--- config.mk ---
export PLATFORM = sky130hd
export DESIGN_NAME = bdtu_seq
export DESIGN_NICKNAME = d
export VERILOG_FILES = /design/src/rtl/bdtu_seq.sv
export SDC_FILE = /design/constraint.sdc
export NUM_CORES = 1
export LEC_CHECK = 0
export ABC_AREA = 1
export BUFFER_PORTS_ARGS = -buffer_cell sky130_fd_sc_hd__buf_2
export CORE_MARGIN = 1.5
export CORE_UTILIZATION = 35
export CTS_CLUSTER_DIAMETER = 50
export DETAILED_ROUTE_END_ITERATION = 10
export PLACE_DENSITY = 0.68
export SLEW_MARGIN = 25
export SYNTH_ARGS = -nofsm -noshare
export SYNTH_HDL_FRONTEND = slang
export SYNTH_SLANG_ARGS = --single-unit
--- constraint.sdc ---
create_clock -name clk -period 2.1 [get_ports clk]
set_input_delay 0.105 -clock clk [delete_from_list [all_inputs] [get_ports clk]]
set_output_delay 0.105 -clock clk [all_outputs]
set_load 0.01 [all_outputs]
--- src/rtl/bdtu_seq.sv ---
// Block-data-transfer sequencer for LDM/STM.
// It walks the register list one entry per cycle, taking the lowest set bit first, and then writes back the final base.
module bdtu_seq #(
    parameter int DATA_W = 32,
    parameter int ADDR_W = 32
) (
    input  logic              clk,
    input  logic              rst_n,
    input  logic              start,
    input  logic              is_load,
    input  logic              pre,
    input  logic              up,
    input  logic              wb,
    input  logic [3:0]        base_reg,
    input  logic [DATA_W-1:0] base_val,
    input  logic [15:0]       reg_list,
    output logic [3:0]        rf_raddr,
    input  logic [DATA_W-1:0] rf_rdata,
    output logic [ADDR_W-1:0] mem_addr,
    output logic              mem_re,
    output logic              mem_we,
    output logic [DATA_W-1:0] mem_wdata,
    input  logic [DATA_W-1:0] mem_rdata,
    output logic [3:0]        bdtu_wd1,
    output logic              bdtu_we1,
    output logic [DATA_W-1:0] bdtu_wdata1,
    output logic [3:0]        bdtu_wd2,
    output logic              bdtu_we2,
    output logic [DATA_W-1:0] bdtu_wdata2,
    output logic              busy,
    output logic              done
);

    typedef enum logic [1:0] {IDLE, XFER, FINISH} state_t;

    state_t            state_q, state_d;
    logic [15:0]       list_q, list_d;
    logic [ADDR_W-1:0] addr_q, addr_d;
    logic [DATA_W-1:0] final_q, final_d;
    logic              is_load_q, is_load_d;
    logic              wb_q, wb_d;
    logic              base_in_q, base_in_d;
    logic [3:0]        base_reg_q, base_reg_d;
    logic              ld_pend_q, ld_pend_d;
    logic [3:0]        ld_reg_q, ld_reg_d;

    logic [4:0]        popcnt;
    logic [3:0]        idx;
    logic [15:0]       list_clr;
    logic [ADDR_W-1:0] n4_a, base_a, start_a;
    logic [DATA_W-1:0] n4_d;

    always_comb begin
        popcnt = 5'd0;
        for (int i = 0; i < 16; i++) begin
            popcnt = popcnt + {4'd0, reg_list[i]};
        end
        idx = 4'd0;
        for (int i = 15; i >= 0; i--) begin
            if (list_q[i]) idx = i[3:0];
        end
        // Clearing the lowest set bit moves the list to the next register.
        list_clr = list_q & (list_q - 16'd1);
        n4_a     = ADDR_W'({popcnt, 2'b00});
        n4_d     = DATA_W'({popcnt, 2'b00});
        base_a   = ADDR_W'(base_val);
        unique case ({pre, up})
            2'b01:   start_a = base_a;
            2'b11:   start_a = base_a + ADDR_W'(4);
            2'b00:   start_a = base_a - n4_a + ADDR_W'(4);
            default: start_a = base_a - n4_a;
        endcase
    end

    always_comb begin
        state_d     = state_q;
        list_d      = list_q;
        addr_d      = addr_q;
        final_d     = final_q;
        is_load_d   = is_load_q;
        wb_d        = wb_q;
        base_in_d   = base_in_q;
        base_reg_d  = base_reg_q;
        ld_pend_d   = 1'b0;
        ld_reg_d    = ld_reg_q;
        rf_raddr    = 4'd0;
        mem_addr    = '0;
        mem_re      = 1'b0;
        mem_we      = 1'b0;
        mem_wdata   = '0;
        bdtu_we1    = ld_pend_q;
        bdtu_wd1    = ld_pend_q ? ld_reg_q : 4'd0;
        bdtu_wdata1 = ld_pend_q ? mem_rdata : '0;
        bdtu_wd2    = 4'd0;
        bdtu_we2    = 1'b0;
        bdtu_wdata2 = '0;
        busy        = 1'b0;
        done        = 1'b0;
        unique case (state_q)
            IDLE: begin
                if (start) begin
                    list_d     = reg_list;
                    addr_d     = {start_a[ADDR_W-1:2], 2'b00};
                    final_d    = up ? base_val + n4_d : base_val - n4_d;
                    is_load_d  = is_load;
                    wb_d       = wb;
                    base_reg_d = base_reg;
                    base_in_d  = reg_list[base_reg];
                    state_d    = (reg_list == 16'd0) ? FINISH : XFER;
                end
            end
            XFER: begin
                busy     = 1'b1;
                mem_addr = addr_q;
                if (is_load_q) begin
                    mem_re    = 1'b1;
                    ld_pend_d = 1'b1;
                    ld_reg_d  = idx;
                end else begin
                    rf_raddr  = idx;
                    mem_we    = 1'b1;
                    mem_wdata = rf_rdata;
                end
                addr_d = addr_q + ADDR_W'(4);
                list_d = list_clr;
                if (list_clr == 16'd0) state_d = FINISH;
            end
            FINISH: begin
                busy        = 1'b1;
                done        = 1'b1;
                bdtu_wd2    = base_reg_q;
                bdtu_wdata2 = final_q;
                // A base register that was loaded keeps the loaded value instead of the writeback.
                bdtu_we2    = wb_q && !(is_load_q && base_in_q);
                state_d     = IDLE;
            end
            default: state_d = IDLE;
        endcase
    end

    always_ff @(posedge clk or negedge rst_n) begin
        if (!rst_n) begin
            state_q    <= IDLE;
            list_q     <= '0;
            addr_q     <= '0;
            final_q    <= '0;
            is_load_q  <= 1'b0;
            wb_q       <= 1'b0;
            base_in_q  <= 1'b0;
            base_reg_q <= 4'd0;
            ld_pend_q  <= 1'b0;
            ld_reg_q   <= 4'd0;
        end else begin
            state_q    <= state_d;
            list_q     <= list_d;
            addr_q     <= addr_d;
            final_q    <= final_d;
            is_load_q  <= is_load_d;
            wb_q       <= wb_d;
            base_in_q  <= base_in_d;
            base_reg_q <= base_reg_d;
            ld_pend_q  <= ld_pend_d;
            ld_reg_q   <= ld_reg_d;
        end
    end

endmodule

==> results.rst <==
.. list-table::
   :header-rows: 1

   * - Metric
     - Value
   * - Largest fanout of any net on the critical path
     - 5
   * - Unrepaired setup endpoints after global routing
     - true
   * - Fin crit share
     - 238%
   * - Total core area
     - 30,700 sq um
   * - Setup crit start kind
     - primary input
   * - Hold Worst Slack
     - 15.6 ps
   * - Insertion delay of the later-clocked pin in the worst-skew pair
     - 370 ps
   * - Global placer's final weighted congestion
     - 0.942
   * - Final nets
     - 2,609
   * - Worst slew slack as a fraction of its limit
     - 52.6%
   * - Most common cell in the synthesized netlist
     - nand2_1
   * - Antenna diode count
     - 0
   * - Cell type of the slowest stage on the worst timing path
     - fa_2
   * - Library cell occupying the most area in the post-synthesis netlist
     - dfrtp_1
   * - Number of violations reported at the end of detailed-routing iteration 0
     - 803
   * - Compound-cell area share of the yosys netlist
     - 16.7%
   * - Fraction of final layout cells with drive strength greater than 1
     - 39.7%
   * - Post-detailed-route count of antenna-violating nets
     - 0
   * - Placement Cell Area
     - 15,000 sq um
   * - Average wire per cell in the routed design
     - 16.4 microns
   * - Violated checks
     - negative setup slack
   * - FP Rows
     - 64
   * - Clock tree from TritonCTS
     - yes
   * - Total via count in the routed design
     - 14,500
   * - Total global-route track usage
     - 27.7%
   * - Fraction of synthesis flops using an asynchronous set or reset pin
     - 100%
   * - Synth Warn #
     - 0
   * - Filler cell count in the final layout
     - 3,023
   * - Share of synthesized area spent on multiplexers
     - 0%
   * - Die width
     - 180 microns
   * - Kind of path behind the tightest hold check
     - primary input to flip-flop
   * - Sequential-to-total area share from yosys stat
     - 21.0%
   * - Fraction of synthesized cell area taken by the top area cell type
     - 21.0%
   * - Dominant cells by area after synthesis
     - dfrtp_1, nand2_1, inv_1
   * - Post-synthesis share of cell area spent on xor and xnor gates
     - 1.44%
   * - Detailed placer's ending HPWL
     - 36,100 microns
   * - Min setup slack post-route
     - -2900 ps
   * - Worst vdd rail ir drop
     - 0.912 mV
   * - Synthesized instance count
     - 1,878
   * - Buffers plus inverters on the worst setup path
     - 4
   * - Mean cell area of the mapped netlist
     - 5.83 sq um
   * - Total grt overflow
     - 0
   * - Initial antenna violation count
     - 1
   * - Post-route insts no fill
     - 2,850
   * - Max clock buf depth
     - 2
   * - Clock transition at path regs
     - 90 ps
   * - Nature of the critical path endpoint
     - flip-flop
   * - Total power
     - 19.3 mW
   * - Clock Tree Root
     - clkbuf_16
   * - Number of cells in the design after placement
     - 2,765
   * - Final sum of negative setup slack
     - -149,280 ps
   * - Worst-case clock skew
     - 17.2 ps
   * - Unique cell type count in the Yosys netlist
     - 53
   * - Net Sw Frac
     - 49.4%
   * - Finish-stage setup viols
     - 62
   * - Result of the run
     - finished, violations left
   * - Summed area of non-filler cells in the final layout
     - 17,100 sq um
   * - Delay of the slowest cell on the worst path
     - 600 ps
   * - Number of remaining DRC errors
     - 0
   * - Area of the multi-input gates
     - 8270 sq um
   * - Number of buffers inserted during clock tree synthesis
     - 9
   * - Comb pwr share
     - 73.1%
   * - Cells traversed along the worst timing path
     - buf_12 -> inv_12 -> fa_1 -> fa_1 -> fa_2 -> fa_1 -> inv_2 -> ha_4 -> fa_2 -> fa_2 -> o21ai_4 -> ha_4 -> inv_2 -> nor2_4 -> nand3_2 -> nor2_4 -> nand3_4 -> nor2_8 -> nand3_4 -> nor2_4 -> nor2_1 -> o21ai_1 -> nand2_1 -> a21oi_1
   * - Number of synthesized flops with an enable pin
     - 0
   * - Fraction of the mapped netlist area in adder cells
     - 5.05%
   * - Total net switching power
     - 9.52 mW
   * - Category of the most critical setup path
     - primary input to flip-flop
   * - Largest family of logic cells by synthesized area
     - simple AND/OR/NAND/NOR gates
   * - Number of clock sinks
     - 92
   * - Total area of sequential cells
     - 2300 sq um
   * - Fmax
     - 200 MHz
   * - Count of TritonRoute iterations in the first routing pass
     - 5
   * - Required arrival time at the worst endpoint
     - 2390 ps
   * - # Max-Cap Violations
     - 0
   * - CP delay by family, top
     - adder cells
   * - Power per standard cell area
     - 1130 nW/um^2
   * - Pin count of the biggest net entering global routing
     - 50
   * - Portion of total power attributed to the clock network
     - 9.6%
   * - First-pass GRT wire length
     - 72,000 microns
   * - Starting utilization of the core area
     - 35.7%
   * - Vias in the first global route
     - 13,900
   * - Predominant post-synthesis flop cell
     - dfrtp_1
   * - Post-synthesis simple-gate area fraction
     - 40.7%
   * - Pin slew with the least headroom to its limit
     - 711 ps
   * - Reg power frac
     - 17.3%
   * - Leakage power figure
     - 9.42 nW
   * - Area overhead of the layout relative to synthesis
     - 55.9%
   * - Count of input and output buffers
     - 266
   * - Via-to-Cell Ratio
     - 5.08
   * - Clock period minus final worst setup slack
     - 5000 ps
   * - Height of the chip
     - 180 microns
   * - Floorplan die area
     - 32,400 sq um
   * - Count of state elements after synthesis
     - 92
   * - Clock H-tree levels
     - 3
   * - Number of ports placed on the die boundary
     - 269
   * - Top cells by instance count after synthesis
     - nand2_1, inv_1, nor2_1
   * - Final Max Slew Viols
     - 0
   * - Cell-internal power
     - 9.76 mW
   * - Cell area after synthesis
     - 11,000 sq um
   * - Final Hold Viols
     - 0
   * - Critical path arrival
     - 5300 ps
   * - Final routed wirelength across all metal layers
     - 46,600 microns
-- placed cells by master (no fill, tap or decap), drive strengths merged, types with 12 or more instances in the layout --
cell type  synthesis  final
nor3              20     20
dfrtp             92     92
o21ai            121    121
a21oi            136    136
nand3            136    137
buf               27    638
a31oi             27     27
fa                12     12
o211ai            15     15
nand4             34     34
nor2             241    241
ha                25     25
nand2            551    551
inv              312    315
xor2              18     18
-- worst paths after layout --
kind / startpoint / end / slack, ps / cells after the start
hold / removal: base_reg[3] / base_in_q / 20 / 3
hold reg to reg: final_q[20] / final_q[20] / 480 / 2
setup reg to reg: addr_q[3] / addr_q[30] / -520 / 16
min in group asynchronous: rst_n / addr_q[20] / 330 / 2
max in group asynchronous: rst_n / addr_q[5] / 1130 / 3
setup / recovery: reg_list[7] / addr_q[22] / -2900 / 24
-- worst register-to-register path, delay by kind of cell (launching register included) --
kind	cells	cell delay (ps)
AO/OA/AOI/OAI	3	390
adder cells (fa/ha/maj)	1	200
buffers and inverters	3	310
flip-flops	1	420
AND/OR/NAND/NOR	9	1240
-- flip-flops by register name, indices dropped and copies added, names as in the netlist --
name        count
list_q         16
wb_q            1
state_q         2
ld_reg_q        4
base_reg_q      4
addr_q         30
base_in_q       1
is_load_q       1
bdtu_we1        1
final_q        32
-- repair_timing --
item,CTS,global route
pin swaps,115,117
setup endpoints to repair,98,108
buffers inserted,39,36
cloned,1,0
resized for setup,211,128
hold buffers,5,0
endpoints found under the hold margin,50,0
-- cells by family (layout without fill, tap and decap cells) --
family / Yosys count / count (layout)
adder cells (fa/ha/maj): 37 / 37
XOR/XNOR: 18 / 18
buffers and inverters: 402 / 976
other: 1 / 2
AO/OA/AOI/OAI: 328 / 328
flip-flops: 92 / 92
AND/OR/NAND/NOR: 1000 / 1001
-- per-stage QoR --
| stage | worst slack, ps | utilization, % |
|---|---|---|
| 3_3_place_gp | -3370 | 48.9 |
| 4_1_cts | -2870 | 53.4 |
| 5_1_grt | -3080 | 55.7 |
| 6_report | -2900 | 55.7 |
| 3_5_place_dp | -3450 | 48.9 |
| 2_1_floorplan | -2860 | - |
-- power by group through the flow --
| stage | sequential, mW | combinational [mW] | clock [mW] |
|---|---|---|---|
| 4_1_cts | 3.32 | 12.8 | 1.89 |
| 3_5_place_dp | 3.34 | 11.1 | 0 |
| 2_1_floorplan | 3.24 | 6.65 | 0 |
| 3_3_place_gp | 3.32 | 10.9 | 0 |
| 6_report | 3.33 | 14.1 | 1.86 |
| 5_1_grt | 3.45 | 15.4 | 1.94 |
-- cell type report --
| class | instances | share of cell area (%) |
|---|---|---|
| multi-input combinational | 1386 | 48.4 |
| timing repair buffer | 643 | 26.1 |
| sequential | 92 | 13.5 |
| inverter | 317 | 7.19 |
| tap | 396 | 2.90 |
| clock buffer | 9 | 1.32 |
| clock inverter | 7 | 0.549 |
-- routing by layer --
layer	track usage, %	share of wire (%)	vias up
li1	-	-	7104
met4	11.7	4.7	2
met3	2.88	4.5	120
met2	52.4	52	516
met1	31.2	39	6750
met5	0	0.034	-
Power figures use the tool's default switching activity.
